### src/rtl/npu_buf_pkg.sv
// Shared constants and types for the NPU activation/weight buffer readers.
package npu_buf_pkg;

  localparam int DATA_W = 16;
  localparam int ADDR_W = 16;
  localparam int DEPTH  = 20480;
  localparam int DIM_W  = 12;

  typedef enum logic [1:0] {
    IDLE,
    FETCH,
    DRAIN
  } state_e;

  typedef struct packed {
    logic [ADDR_W-1:0] base;
    logic [DIM_W-1:0]  cols;
    logic [DIM_W-1:0]  rows;
    logic [DIM_W-1:0]  stride;
  } tile_desc_t;

  // Widened to 32 bits so that an oversized tile can never wrap back into range.
  function automatic logic [31:0] tile_last_addr(input tile_desc_t d);
    return 32'(d.base) + (32'(d.rows) - 32'd1) * 32'(d.stride) + 32'(d.cols) - 32'd1;
  endfunction

endpackage

### src/rtl/tdp_tile_reader_if.sv
// Command, buffer port-B and output stream signals of the tile reader.
interface tdp_tile_reader_if;
  import npu_buf_pkg::*;

  logic              start;
  logic [ADDR_W-1:0] cfg_base;
  logic [DIM_W-1:0]  cfg_cols;
  logic [DIM_W-1:0]  cfg_rows;
  logic [DIM_W-1:0]  cfg_stride;
  logic              busy;
  logic              done;
  logic              err;
  logic [ADDR_W-1:0] mem_addr;
  logic [DATA_W-1:0] mem_rdata;
  logic              out_valid;
  logic              out_ready;
  logic [DATA_W-1:0] out_data;
  logic              out_last;

  modport master (
    input  start, cfg_base, cfg_cols, cfg_rows, cfg_stride, mem_rdata, out_ready,
    output busy, done, err, mem_addr, out_valid, out_data, out_last
  );

  modport slave (
    output start, cfg_base, cfg_cols, cfg_rows, cfg_stride, mem_rdata, out_ready,
    input  busy, done, err, mem_addr, out_valid, out_data, out_last
  );

endinterface

### src/rtl/skid_fifo2.sv
// Two-entry register FIFO; slot 0 is always the head, so the output comes straight from a flop.
module skid_fifo2
  import npu_buf_pkg::*;
#(
  parameter int W = DATA_W + 1
) (
  input  logic         clk,
  input  logic         rst_n,
  input  logic         i_push,
  input  logic         i_pop,
  input  logic [W-1:0] i_din,
  output logic [W-1:0] o_head,
  output logic [1:0]   o_count
);

  logic [W-1:0] r_slot0;
  logic [W-1:0] r_slot1;
  logic [1:0]   r_count;
  logic         w_pop_ok;
  logic         w_push_ok;

  assign w_pop_ok  = i_pop && (r_count != 2'd0);
  assign w_push_ok = i_push && ((r_count != 2'd2) || w_pop_ok);
  assign o_head    = r_slot0;
  assign o_count   = r_count;

  always_ff @(posedge clk) begin
    if (!rst_n) begin
      r_slot0 <= '0;
      r_slot1 <= '0;
      r_count <= 2'd0;
    end else begin
      case (r_count)
        2'd0: begin
          if (w_push_ok) r_slot0 <= i_din;
        end
        2'd1: begin
          if (w_push_ok && w_pop_ok) r_slot0 <= i_din;
          else if (w_push_ok)        r_slot1 <= i_din;
        end
        default: begin
          if (w_pop_ok) begin
            r_slot0 <= r_slot1;
            if (w_push_ok) r_slot1 <= i_din;
          end
        end
      endcase
      r_count <= r_count + {1'b0, w_push_ok} - {1'b0, w_pop_ok};
    end
  end

endmodule

### src/rtl/tdp_tile_reader.sv
// Read-side tile walker for buffer port B: validates a 2-D tile descriptor, then
// streams its words in row-major order through a two-entry skid FIFO.
module tdp_tile_reader
  import npu_buf_pkg::*;
(
  input logic               clk,
  input logic               rst_n,
  tdp_tile_reader_if.master bus
);

  state_e            r_state;
  logic [DIM_W-1:0]  r_cols;
  logic [DIM_W-1:0]  r_rows;
  logic [DIM_W-1:0]  r_stride;
  logic [DIM_W-1:0]  r_col_cnt;
  logic [DIM_W-1:0]  r_row_cnt;
  logic [ADDR_W-1:0] r_row_base;
  logic [ADDR_W-1:0] r_rd_addr;
  logic              r_busy;
  logic              r_done;
  logic              r_err;

  tile_desc_t        w_cfg;
  logic [31:0]       w_last_addr;
  logic              w_cfg_ok;
  logic              w_col_end;
  logic              w_final;
  logic              w_issue;
  logic              w_pop;
  logic              w_out_valid;
  logic [ADDR_W-1:0] w_next_row;
  logic [DATA_W:0]   w_head;
  logic [1:0]        w_count;

  assign w_cfg = '{base:   bus.cfg_base,
                   cols:   bus.cfg_cols,
                   rows:   bus.cfg_rows,
                   stride: bus.cfg_stride};
  assign w_last_addr = tile_last_addr(w_cfg);
  assign w_cfg_ok    = (bus.cfg_cols != '0) && (bus.cfg_rows != '0) &&
                       (w_last_addr < 32'(DEPTH));

  assign w_col_end  = (r_col_cnt == r_cols - DIM_W'(1));
  assign w_final    = w_col_end && (r_row_cnt == r_rows - DIM_W'(1));
  assign w_next_row = r_row_base + ADDR_W'(r_stride);

  assign w_out_valid = (w_count != 2'd0);
  assign w_pop       = w_out_valid && bus.out_ready;
  // A read may refill the slot freed by a same-cycle pop, so a full FIFO still streams.
  assign w_issue     = (r_state == FETCH) && ((w_count != 2'd2) || w_pop);

  skid_fifo2 #(.W(DATA_W + 1)) u_fifo (
    .clk     (clk),
    .rst_n   (rst_n),
    .i_push  (w_issue),
    .i_pop   (w_pop),
    .i_din   ({bus.mem_rdata, w_final}),
    .o_head  (w_head),
    .o_count (w_count)
  );

  assign bus.mem_addr  = r_rd_addr;
  assign bus.busy      = r_busy;
  assign bus.done      = r_done;
  assign bus.err       = r_err;
  assign bus.out_valid = w_out_valid;
  assign bus.out_data  = w_head[DATA_W:1];
  assign bus.out_last  = w_head[0];

  always_ff @(posedge clk) begin
    if (!rst_n) begin
      r_state    <= IDLE;
      r_cols     <= '0;
      r_rows     <= '0;
      r_stride   <= '0;
      r_col_cnt  <= '0;
      r_row_cnt  <= '0;
      r_row_base <= '0;
      r_rd_addr  <= '0;
      r_busy     <= 1'b0;
      r_done     <= 1'b0;
      r_err      <= 1'b0;
    end else begin
      r_done <= 1'b0;
      r_err  <= 1'b0;
      case (r_state)
        IDLE: begin
          if (bus.start) begin
            r_cols   <= bus.cfg_cols;
            r_rows   <= bus.cfg_rows;
            r_stride <= bus.cfg_stride;
            if (w_cfg_ok) begin
              r_col_cnt  <= '0;
              r_row_cnt  <= '0;
              r_row_base <= bus.cfg_base;
              r_rd_addr  <= bus.cfg_base;
              r_busy     <= 1'b1;
              r_state    <= FETCH;
            end else begin
              r_err <= 1'b1;
            end
          end
        end
        FETCH: begin
          if (w_issue) begin
            if (w_final) begin
              r_state <= DRAIN;
            end else if (w_col_end) begin
              r_col_cnt  <= '0;
              r_row_cnt  <= r_row_cnt + DIM_W'(1);
              r_row_base <= w_next_row;
              r_rd_addr  <= w_next_row;
            end else begin
              r_col_cnt <= r_col_cnt + DIM_W'(1);
              r_rd_addr <= r_rd_addr + ADDR_W'(1);
            end
          end
        end
        DRAIN: begin
          // The tagged last word is the only entry left, so its pop empties the FIFO.
          if (w_pop && w_head[0]) begin
            r_done    <= 1'b1;
            r_busy    <= 1'b0;
            r_rd_addr <= '0;
            r_state   <= IDLE;
          end
        end
        default: r_state <= IDLE;
      endcase
    end
  end

endmodule

### src/flat_wrapper.sv
// flat-port wrapper written by rule: the top's interface ports become plain ports
module tdp_tile_reader_flat import npu_buf_pkg::*;
  (clk, rst_n, bus_start, bus_cfg_base, bus_cfg_cols, bus_cfg_rows, bus_cfg_stride, bus_mem_rdata, bus_out_ready, bus_busy, bus_done, bus_err, bus_mem_addr, bus_out_valid, bus_out_data, bus_out_last);
  tdp_tile_reader_if bus_i ();
  input logic clk;
  input logic rst_n;
  input wire logic [$bits(bus_i.start)-1:0] bus_start;
  input wire logic [$bits(bus_i.cfg_base)-1:0] bus_cfg_base;
  input wire logic [$bits(bus_i.cfg_cols)-1:0] bus_cfg_cols;
  input wire logic [$bits(bus_i.cfg_rows)-1:0] bus_cfg_rows;
  input wire logic [$bits(bus_i.cfg_stride)-1:0] bus_cfg_stride;
  input wire logic [$bits(bus_i.mem_rdata)-1:0] bus_mem_rdata;
  input wire logic [$bits(bus_i.out_ready)-1:0] bus_out_ready;
  output wire logic [$bits(bus_i.busy)-1:0] bus_busy;
  output wire logic [$bits(bus_i.done)-1:0] bus_done;
  output wire logic [$bits(bus_i.err)-1:0] bus_err;
  output wire logic [$bits(bus_i.mem_addr)-1:0] bus_mem_addr;
  output wire logic [$bits(bus_i.out_valid)-1:0] bus_out_valid;
  output wire logic [$bits(bus_i.out_data)-1:0] bus_out_data;
  output wire logic [$bits(bus_i.out_last)-1:0] bus_out_last;
  assign bus_i.start = bus_start;
  assign bus_i.cfg_base = bus_cfg_base;
  assign bus_i.cfg_cols = bus_cfg_cols;
  assign bus_i.cfg_rows = bus_cfg_rows;
  assign bus_i.cfg_stride = bus_cfg_stride;
  assign bus_i.mem_rdata = bus_mem_rdata;
  assign bus_i.out_ready = bus_out_ready;
  assign bus_busy = bus_i.busy;
  assign bus_done = bus_i.done;
  assign bus_err = bus_i.err;
  assign bus_mem_addr = bus_i.mem_addr;
  assign bus_out_valid = bus_i.out_valid;
  assign bus_out_data = bus_i.out_data;
  assign bus_out_last = bus_i.out_last;
  tdp_tile_reader u_core (.clk(clk), .rst_n(rst_n), .bus(bus_i));
endmodule
### config.mk
export PLATFORM = sky130hd
export DESIGN_NAME = tdp_tile_reader_flat
export DESIGN_NICKNAME = d
export VERILOG_FILES = /design/src/rtl/npu_buf_pkg.sv /design/src/rtl/tdp_tile_reader_if.sv /design/src/rtl/skid_fifo2.sv /design/src/rtl/tdp_tile_reader.sv /design/src/flat_wrapper.sv
export SDC_FILE = /design/constraint.sdc
export NUM_CORES = 1
export LEC_CHECK = 0
export ABC_CLOCK_PERIOD_IN_PS = 10300
export BUFFER_PORTS_ARGS = -buffer_cell sky130_fd_sc_hd__buf_2
export CAP_MARGIN = 20
export CORE_UTILIZATION = 45
export CTS_CLUSTER_SIZE = 40
export DETAILED_ROUTE_END_ITERATION = 8
export GPL_ROUTABILITY_DRIVEN = 0
export PLACE_DENSITY_LB_ADDON = 0.08
export SETUP_SLACK_MARGIN = 0.5
export SLEW_MARGIN = 20
export SYNTH_ARGS = -nofsm -noshare
export SYNTH_HDL_FRONTEND = slang
export SYNTH_SLANG_ARGS = --single-unit
export TNS_END_PERCENT = 100
### constraint.sdc
create_clock -name clk -period 10.3 [get_ports clk]
set_clock_uncertainty 0.05 [all_clocks]
set_input_delay 1.03 -clock clk [delete_from_list [all_inputs] [get_ports clk]]
set_output_delay 1.03 -clock clk [all_outputs]
set_load 0.03 [all_outputs]
==> impl_metrics.py, run 1 <==
metrics = {
    "setup_path": {
        "r2r_cells": 14,
        "max_stage_delay_ns": 0.55,
        "crit_slowest_cell": "fa_1",
        "r2r_setup_slack_ns": 6.01,
        "cp.required_ns": 10.61,
        "crit_top_cell": "fa_1",
        "r2r_start": "u_core.r_cols[0]$_SDFFE_PN0P_",
        "crit_fanout": 18,
        "critPathCaptureType": "flip-flop",
        "path_class": "primary input to flip-flop",
        "reg2reg_to": "u_core.r_row_base[15]$_SDFFE_PN0P_",
        "arrival_ns": 9.60,
        "worst_setup_path_start_kind": "primary input",
    },
    "synthesis": {
        "synth.yosys.seq_area_share_pct": 17.48,
        "synth_cell_types": 77,
        "syn_nets": 2194,
        "yosysWarnings": 0,
        "syn_inst": 1831,
        "synth_most_common_cell": "inv_1",
        "synthFlopType": "dfxtp_1",
        "syn_area_um2": 15230,
        "syn_area_per_cell_um2": 8.318,
        "synth_edf_count": 0,
        "synth_top_area_cell": "fa_1",
        "yosys-top-cells-area": "fa_1, dfxtp_1, ha_1, inv_1, nand2_1",
        "yosysTopAreaCellShare_pct": 24.98,
        "synth_seq_cells": 133,
        "async_reset_ff_share_pct": 0,
        "synthTopCellsByCount": "inv_1, nand2_1, fa_1, dfxtp_1, nor2_1",
    },
    "sta": {
        "slew_viol_final": 0,
        "worst_slew_pin_slew_ns": 0.9916,
        "rsz0062_at_grt": "no",
        "min_period_ns": 9.290,
        "final-setup-viol-count": 0,
        "fin_crit_sh_pct": 90.19,
        "fmax_ghz": 0.1076,
        "slew_headroom_pct": 33.73,
        "setup_ws_ns": 1.010,
        "tns_ns": 0,
        "finalHoldViolCount": 0,
        "hold_slack_ns": 0.4124,
    },
    "global_route": {
        "grt_pass1_vias": 12930,
        "grt_pass1_wl_mm": 67.66,
        "grt_max_degree": 65,
        "grt.overflow.total": 0,
        "antenna_found_initial": 1,
        "grt.total_usage_pct": 25.38,
    },
    "worst_hold_path": {
        "min_to": "u_core.r_stride[10]$_SDFFE_PN0P_",
        "hold_path_class": "flip-flop to flip-flop",
        "hp-start": "u_core.r_stride[10]$_SDFFE_PN0P_",
        "hold_depth": 2,
    },
    "die": {
        "fp-row-count": 67,
        "dieArea_um2": 34580,
        "die_h_um": 186.0,
        "coreArea_um2": 33450,
        "die_x_um": 186.0,
        "io_pins": 109,
        "initial_utilization_pct": 45.53,
    },
    "cells_and_area": {
        "drive_gt1_share_pct": 9.974,
        "layout.cells.non_filler": 2373,
        "finalInstanceArea_um2": 16890,
        "fin_nets": 2275,
        "seq_area_um2": 2663,
        "num-fill-cells": 3247,
        "syn_to_final_growth_pct": 10.92,
        "multi_input_comb_area_um2": 11280,
        "antennaDiodeCount": 0,
    },
    "outcome": {
        "status": "finished clean",
    },
    "clock_network": {
        "ctsHoldBuffers": 0,
        "cts_max_level": 4,
        "root_buffer": "clkbuf_16",
        "cts_buffers": 17,
        "cts_setup_buffers": 0,
        "cts_tree": "built",
        "clock-sinks": 133,
        "insertion_delay_ns": 0.44,
        "clk_path_buf_depth": 2,
        "clk_pin_slew_ns": 0.07,
    },
    "place": {
        "placed_cells": 2341,
        "port_buffers": 108,
        "hpwl_mm": 33.30,
        "dpl_cell_area_um2": 16260,
        "place_ws_ns": 0.5137,
    },
    "power_and_ir_drop": {
        "seq_power_share_pct": 10.9,
        "clockPowerShare_pct": 13.4,
        "leakage_nw": 8.132,
        "power_switching_mw": 2.463,
        "swShare_pct": 50.42,
        "powerDensity_nw_per_um2": 289.2,
        "comb_power_share_pct": 75.8,
        "ir_drop_v": 0.0004358,
        "p_int_mw": 2.422,
    },
    "route": {
        "ant_nets": 0,
        "drtPass1Iterations": 5,
        "wl_per_cell_um": 17.39,
        "viasPerCell": 5.412,
        "routed_wl_mm": 41.26,
        "vias": 12840,
        "drt_iter0_drc": 609,
        "drc": 0,
    },
    "run": {
        "cap_violations": 0,
    },
}
[worst max-delay path, delay by kind of cell]
family	cells	cell delay (ns)
fa+ha+maj	8	3.70
buf+inv	8	1.10
compound gates	6	1.82
simple gates	8	1.94
[through the flow]
stage / util (%) / total power [mW]
finish: 50.50 / 4.885
global route: 50.50 / 5.497
CTS: 50.48 / 4.894
detailed placement: 48.60 / 4.209
global placement: 48.60 / 4.213
floorplan: - / 3.387
[worst max-delay path by stage]
stage | startpoint | to | cells after the start
4_1_cts | bus_cfg_rows[0] | u_core.r_col_cnt[6]$_SDFFE_PN0P_ | 31
3_3_place_gp | bus_cfg_rows[2] | u_core.r_col_cnt[3]$_SDFFE_PN0P_ | 30
2_1_floorplan | bus_cfg_rows[2] | u_core.r_row_cnt[2]$_SDFFE_PN0P_ | 27
5_1_grt | bus_cfg_rows[2] | u_core.r_row_cnt[10]$_SDFFE_PN0P_ | 30
3_5_place_dp | bus_cfg_rows[0] | u_core.r_col_cnt[3]$_SDFFE_PN0P_ | 31
6_report | bus_cfg_rows[0] | u_core.r_row_base[15]$_SDFFE_PN0P_ | 30
[power groups by stage]
stage          clock [mW]  combinational, mW  sequential (mW)
6_report            0.652               3.70            0.531
2_1_floorplan           0               2.85            0.540
4_1_cts             0.665               3.70            0.530
3_3_place_gp            0               3.67            0.542
3_5_place_dp            0               3.67            0.542
5_1_grt             0.687               4.28            0.532
[cell type report]
type	instances	area share, %
clock inverters	15	1.200
inverters	267	5.940
multi-input cells	1356	66.77
clock buffers	17	2.518
flip-flops and latches	133	15.76
repair buffers	137	4.489
well taps	448	3.318
[layout by cell type, fill, tap and decap left out, types with 19 or more instances in the layout]
master,instances
a211oi_1,20
a21oi_1,107
and2_1,56
buf_2,108
buf_4,29
dfxtp_1,133
fa_1,190
ha_1,101
inv_1,264
mux2i_1,64
nand2_1,257
nand3_1,40
nor2_1,119
nor3_1,19
o21ai_0,59
or3_1,21
xnor2_1,46
xor2_1,33
[cells by family (layout without fill, tap and decap cells)]
family	after synthesis	after routing	synth area share (%)
muxes	65	65	4.280
DFF	133	133	17.48
AOI/OAI and AO/OA	298	298	12.45
and+or+nand+nor	623	623	19.43
adders and majority gates	291	291	33.27
xor gates and xnor gates	79	79	4.543
buffers and inverters	342	436	8.536
[layer usage]
| metal | vias to the layer above | part of all wire [%] | track usage [%] | wire (um) |
|---|---|---|---|---|
| met3 | 70 | 4.2 | 2.876 | 1727 |
| met5 | - | 0 | 0 | 0 |
| met2 | 295 | 48 | 43.21 | 19820 |
| li1 | 6183 | - | - | - |
| met4 | 0 | 3.6 | 10.26 | 1482 |
| met1 | 6294 | 44 | 32.68 | 18230 |
[sequential cells by signal, indices dropped and copies added (netlist names)]
register,flops
u_core.bus.busy,1
u_core.bus.done,1
u_core.bus.err,1
u_core.bus.mem_addr,16
u_core.r_col_cnt,12
u_core.r_cols,12
u_core.r_row_base,16
u_core.r_row_cnt,12
u_core.r_rows,12
u_core.r_state,2
u_core.r_stride,12
u_core.u_fifo.o_count,2
u_core.u_fifo.o_head,17
u_core.u_fifo.r_slot1,17
[timing repair]
action,4_1_cts,5_1_grt
setup endpoints to repair,0,20
endpoints found under the hold margin,0,0
gates resized for setup,0,2
(Power assumes the default switching activity.)
==> run 2, diff against run 1 <==
--- a/config.mk
+++ b/config.mk
@@ -5,6 +5,7 @@
 export SDC_FILE = /design/constraint.sdc
 export NUM_CORES = 1
 export LEC_CHECK = 0
+export ABC_AREA = 1
 export ABC_CLOCK_PERIOD_IN_PS = 10300
 export BUFFER_PORTS_ARGS = -buffer_cell sky130_fd_sc_hd__buf_2
 export CAP_MARGIN = 20
==> impl_metrics.py, run 2 <==
metrics = {
    "power_and_ir_drop": {
        "powerDensity_nw_per_um2": 367.4,
        "leakage_nw": 9.175,
        "power_mw": 6.475,
        "ir_drop_v": 0.0002532,
    },
    "synthesis": {
        "syn_nets": 2635,
        "synth_most_common_cell": "nand2_1",
        "synth_cell_types": 54,
        "synth_seq_cells": 133,
        "synth.yosys.seq_area_share_pct": 16.66,
        "syn_inst": 2272,
        "synth_top_area_cell": "fa_1",
        "async_reset_ff_share_pct": 0,
        "syn_area_per_cell_um2": 7.034,
        "yosysWarnings": 0,
        "synthFlopType": "dfxtp_1",
        "synth_edf_count": 0,
        "synthTopCellsByCount": "nand2_1, inv_1, nor2_1, fa_1, dfxtp_1",
        "yosysTopAreaCellShare_pct": 23.80,
        "syn_area_um2": 15980,
        "yosys-top-cells-area": "fa_1, dfxtp_1, nand2_1, inv_1, ha_1",
    },
    "route": {
        "routed_wl_mm": 44.25,
        "vias": 14170,
        "drt_iter0_drc": 709,
        "viasPerCell": 5.032,
        "drtPass1Iterations": 5,
        "ant_nets": 0,
        "drc": 0,
        "wl_per_cell_um": 15.71,
    },
    "setup_path": {
        "path_class": "primary input to flip-flop",
        "cp.required_ns": 10.62,
        "worst_setup_path_start_kind": "primary input",
        "max_stage_delay_ns": 0.67,
        "crit_slowest_cell": "fa_2",
        "critPathCaptureType": "flip-flop",
        "arrival_ns": 9.43,
        "crit_top_cell": "nand2_1",
        "crit_fanout": 20,
        "r2r_setup_slack_ns": 6.83,
    },
    "cells_and_area": {
        "drive_gt1_share_pct": 8.559,
        "mostFrequentLayoutCells": "nand2_1, inv_1, nor2_1",
        "layout.cells.non_filler": 2816,
        "finalInstanceArea_um2": 17620,
        "fin_nets": 2710,
        "final_util_pct": 50.77,
        "final_common_cell": "nand2_1",
        "syn_to_final_growth_pct": 10.28,
        "num-fill-cells": 3538,
    },
    "die": {
        "io_pins": 109,
        "coreArea_um2": 34710,
        "die_x_um": 190.4,
        "initial_utilization_pct": 46.04,
        "die_h_um": 190.4,
        "dieArea_um2": 36270,
        "fp-row-count": 68,
    },
    "sta": {
        "hold_slack_ns": 0.4217,
        "fmax_ghz": 0.1098,
        "tns_ns": 0,
        "final-setup-viol-count": 0,
        "slew_viol_final": 0,
        "slew_headroom_pct": 36.89,
        "fin_crit_sh_pct": 88.45,
        "rsz0062_at_grt": "no",
        "setup_ws_ns": 1.190,
        "worst_slew_pin_slew_ns": 0.9409,
        "min_period_ns": 9.110,
        "finalHoldViolCount": 0,
    },
    "clock_network": {
        "cts_max_level": 4,
        "clock-sinks": 133,
        "clk_path_buf_depth": 2,
        "cts_buffers": 17,
        "root_buffer": "clkbuf_16",
        "clk_pin_slew_ns": 0.06,
        "cts_tree": "built",
        "cts_setup_buffers": 0,
        "insertion_delay_ns": 0.43,
    },
    "global_route": {
        "grt_pass1_wl_mm": 71.88,
        "grt.overflow.total": 0,
        "antenna_found_initial": 1,
        "grt.total_usage_pct": 25.39,
        "grt_max_degree": 79,
        "grt_pass1_vias": 14140,
    },
    "place": {
        "placed_cells": 2782,
        "port_buffers": 108,
        "hpwl_mm": 36.71,
        "place_ws_ns": 0.5644,
        "dpl_cell_area_um2": 16880,
    },
    "outcome": {
        "status": "finished clean",
    },
    "worst_hold_path": {
        "hold_path_class": "flip-flop to flip-flop",
    },
    "run": {
        "cap_violations": 0,
    },
}
-- run 2: changes by cell type after synthesis, moves of 27 or more --
| cell | before | now |
|---|---|---|
| o21ai_0 | 59 | 120 |
| xnor2_1 | 46 | 19 |
| nor2_1 | 119 | 212 |
| inv_1 | 264 | 444 |
| and2_1 | 56 | 1 |
| nand3_1 | 40 | 103 |
| mux2i_1 | 64 | 0 |
| nand2_1 | 258 | 561 |
-- run 2: path summary, 6_finish.rpt --
kind	cells past startpoint	start	to
setup reg to reg	16	u_core.r_cols[0]$_SDFFE_PN0P_	u_core.r_row_base[15]$_SDFFE_PN0P_
hold reg to reg	2	u_core.u_fifo.r_slot1[11]$_SDFFE_PN0P_	u_core.u_fifo.o_head[11]$_SDFFE_PN0P_
setup / recovery	36	bus_cfg_rows[0]	u_core.bus.mem_addr[13]$_SDFFE_PN0P_
hold / removal	2	u_core.u_fifo.r_slot1[11]$_SDFFE_PN0P_	u_core.u_fifo.o_head[11]$_SDFFE_PN0P_
-- run 2: metal layers --
| metal | part of all wire [%] | global-route usage [%] | routed length [um] | up-vias |
|---|---|---|---|---|
| met5 | 0 | 0 | 0 | - |
| met4 | 3.8 | 10.62 | 1685 | 0 |
| met3 | 3.2 | 2.576 | 1414 | 78 |
| met2 | 50 | 44.62 | 22030 | 261 |
| met1 | 43 | 31.59 | 19130 | 6724 |
| li1 | - | - | - | 7106 |
-- run 2: area by class of cell --
class                           count  area [um2]  area share, %
Multi-Input combinational cell   1613       11300          64.13
Antenna cell                        1       2.502        0.01420
Inverter                          462        1734          9.840
Clock buffer                       17       425.4          2.414
Tap cell                          455       569.3          3.230
Sequential cell                   133        2663          15.11
Clock inverter                     15       276.5          1.569
Timing Repair Buffer              120       650.6          3.692
-- run 2: cell families after synthesis --
logic type               after synthesis  synth area share, %
XOR/XNOR                              69                3.915
adder cells (fa/ha/maj)              291                31.71
buffers and inverters                526                12.72
flip-flops                           133                16.66
AND/OR/NAND/NOR                      990                26.23
AO/OA/AOI/OAI                        263                8.769
-- run 2: where the power goes --
part / total, mW / switching, mW / internal, mW
registers: 0.656 / 0.0616 / 0.594
logic: 5.09 / 3.34 / 1.75
clock network: 0.729 / 0.248 / 0.481
total: 6.47 / 3.65 / 2.83
-- run 2: worst max-delay path, delay by kind of cell --
kind	cells	cell delay [ns]
and+or+nand+nor	19	3.22
adders and majority gates	8	3.83
AOI/OAI and AO/OA	1	0.35
buffers and inverters	8	0.94
-- run 2: timing repair --
item	CTS	global route
endpoints found under the setup margin	0	54
hold buffers	0	0
gates resized for setup	0	2
==> run 3, diff against run 2 <==
--- a/config.mk
+++ b/config.mk
@@ -9,7 +9,7 @@
 export ABC_CLOCK_PERIOD_IN_PS = 10300
 export BUFFER_PORTS_ARGS = -buffer_cell sky130_fd_sc_hd__buf_2
 export CAP_MARGIN = 20
-export CORE_UTILIZATION = 45
+export CORE_UTILIZATION = 55
 export CTS_CLUSTER_SIZE = 40
 export DETAILED_ROUTE_END_ITERATION = 8
 export GPL_ROUTABILITY_DRIVEN = 0
==> impl_metrics.py, run 3 (synthesized netlist as in run 2, its figures left out) <==
metrics = {
    "route": {
        "drtPass1Iterations": 5,
        "routed_wl_mm": 43.00,
        "drt_iter0_drc": 1005,
        "drc": 0,
        "wl_per_cell_um": 15.65,
        "vias": 14380,
        "ant_nets": 0,
        "viasPerCell": 5.234,
    },
    "cells_and_area": {
        "syn_to_final_growth_pct": 9.528,
        "final_common_cell": "nand2_1",
        "fin_nets": 2712,
        "mostFrequentLayoutCells": "nand2_1, inv_1, nor2_1",
        "drive_gt1_share_pct": 8.510,
        "num-fill-cells": 2720,
        "final_util_pct": 61.15,
    },
    "die": {
        "coreArea_um2": 28630,
        "die_h_um": 172.5,
        "die_x_um": 172.5,
        "dieArea_um2": 29740,
        "initial_utilization_pct": 55.83,
        "io_pins": 109,
        "fp-row-count": 62,
    },
    "setup_path": {
        "arrival_ns": 9.34,
        "crit_fanout": 16,
        "critPathLaunch": "bus_cfg_rows[0]",
        "max_stage_delay_ns": 0.67,
        "crit_slowest_cell": "fa_2",
        "cp_top_family": "adder cells",
        "r2r_start": "u_core.r_cols[0]$_SDFFE_PN0P_",
        "path_class": "primary input to flip-flop",
        "critPathCaptureType": "flip-flop",
        "cp.required_ns": 10.60,
        "critPathBufInv": 9,
        "worst_setup_path_start_kind": "primary input",
    },
    "clock_network": {
        "cts_max_level": 4,
        "cts_tree": "built",
        "clock-sinks": 133,
        "clk_pin_slew_ns": 0.06,
        "root_buffer": "clkbuf_16",
        "ctsHoldBuffers": 0,
        "cts_buffers": 17,
        "insertion_delay_ns": 0.43,
        "clk_path_buf_depth": 2,
    },
    "outcome": {
        "status": "finished clean",
    },
    "power_and_ir_drop": {
        "power_mw": 6.411,
        "ir_drop_v": 0.0003481,
        "powerDensity_nw_per_um2": 366.3,
        "leakage_nw": 9.156,
    },
    "place": {
        "place_ws_ns": 0.6678,
        "port_buffers": 108,
        "hpwl_mm": 35.10,
    },
    "worst_hold_path": {
        "hold_path_class": "flip-flop to flip-flop",
        "hp-start": "u_core.u_fifo.r_slot1[0]$_SDFFE_PN0P_",
    },
    "global_route": {
        "antenna_found_initial": 3,
        "grt.met2_usage_pct": 52.68,
        "grt_max_degree": 58,
        "grt_pass1_wl_mm": 69.21,
        "grt.total_usage_pct": 30.35,
        "grt.overflow.total": 0,
        "grt_pass1_vias": 13800,
        "grt_busiest_layer": "met2",
        "grtUsageMet3_pct": 4.395,
        "grt_util_met1_pct": 37.89,
    },
    "sta": {
        "slew_viol_final": 0,
        "final-setup-viol-count": 0,
        "rsz0062_at_grt": "no",
        "fmax_ghz": 0.1106,
        "min_period_ns": 9.039,
        "setup_ws_ns": 1.261,
        "fin_crit_sh_pct": 87.76,
        "finalHoldViolCount": 0,
        "slew_headroom_pct": 41.61,
        "tns_ns": 0,
        "worst_slew_pin_slew_ns": 0.8726,
    },
    "run": {
        "cap_violations": 0,
    },
}
[run 3: tightest hold or removal path: cells and delay by family (launching register included)]
family             cells  cell delay, ns
AOI/OAI and AO/OA      1            0.06
DFF                    1            0.31
and+or+nand+nor        1            0.06
[run 3: layout make-up]
class | instances | area, um2 | area share (%)
diodes | 2 | 5.005 | 0.02859
clock buffers | 21 | 460.4 | 2.631
clock inverters | 11 | 175.2 | 1.001
inverters | 462 | 1734 | 9.908
multi-input cells | 1613 | 11300 | 64.56
flip-flops and latches | 133 | 2663 | 15.21
well taps | 384 | 480.5 | 2.745
repair buffers | 122 | 685.7 | 3.917
[run 3: stage by stage]
step / hold WS, ns / cells / cell area, um2
floorplan: 0.3956 / 2272 / 15980
global placement: 0.4060 / 2712 / 16800
finish: 0.4181 / 2748 / 17500
detailed placement: 0.4074 / 2712 / 16800
global route: 0.4324 / 2747 / 17500
CTS: 0.4168 / 2744 / 17430
[run 3: power breakdown]
| part | internal (mW) | total, mW | leakage, nW | switching [mW] |
|---|---|---|---|---|
| clock network | 0.419 | 0.661 | 0.303 | 0.242 |
| registers | 0.594 | 0.657 | 1.08 | 0.0623 |
| logic | 1.76 | 5.09 | 7.77 | 3.33 |
| total | 2.78 | 6.41 | 9.16 | 3.63 |
[run 3: final timing paths]
kind              slack [ns]  cells after the start                                     to
setup / recovery        1.26                     36       u_core.r_col_cnt[4]$_SDFFE_PN0P_
hold / removal          0.42                      2  u_core.u_fifo.r_slot1[0]$_SDFFE_PN0P_
setup reg to reg        6.84                     14    u_core.bus.mem_addr[6]$_SDFFE_PN0P_
hold reg to reg         0.42                      2  u_core.u_fifo.r_slot1[0]$_SDFFE_PN0P_
[run 3: metal layers]
metal	wire length [um]	vias to the layer above
met5	10	-
met2	21430	390
met4	1445	2
li1	-	7130
met1	17880	6767
met3	2235	94
[run 3: repair_timing]
item	in CTS	in global routing
endpoints found under the setup margin	0	54
setup buffers	0	0
resized for setup	0	1
hold endpoints to repair	0	0
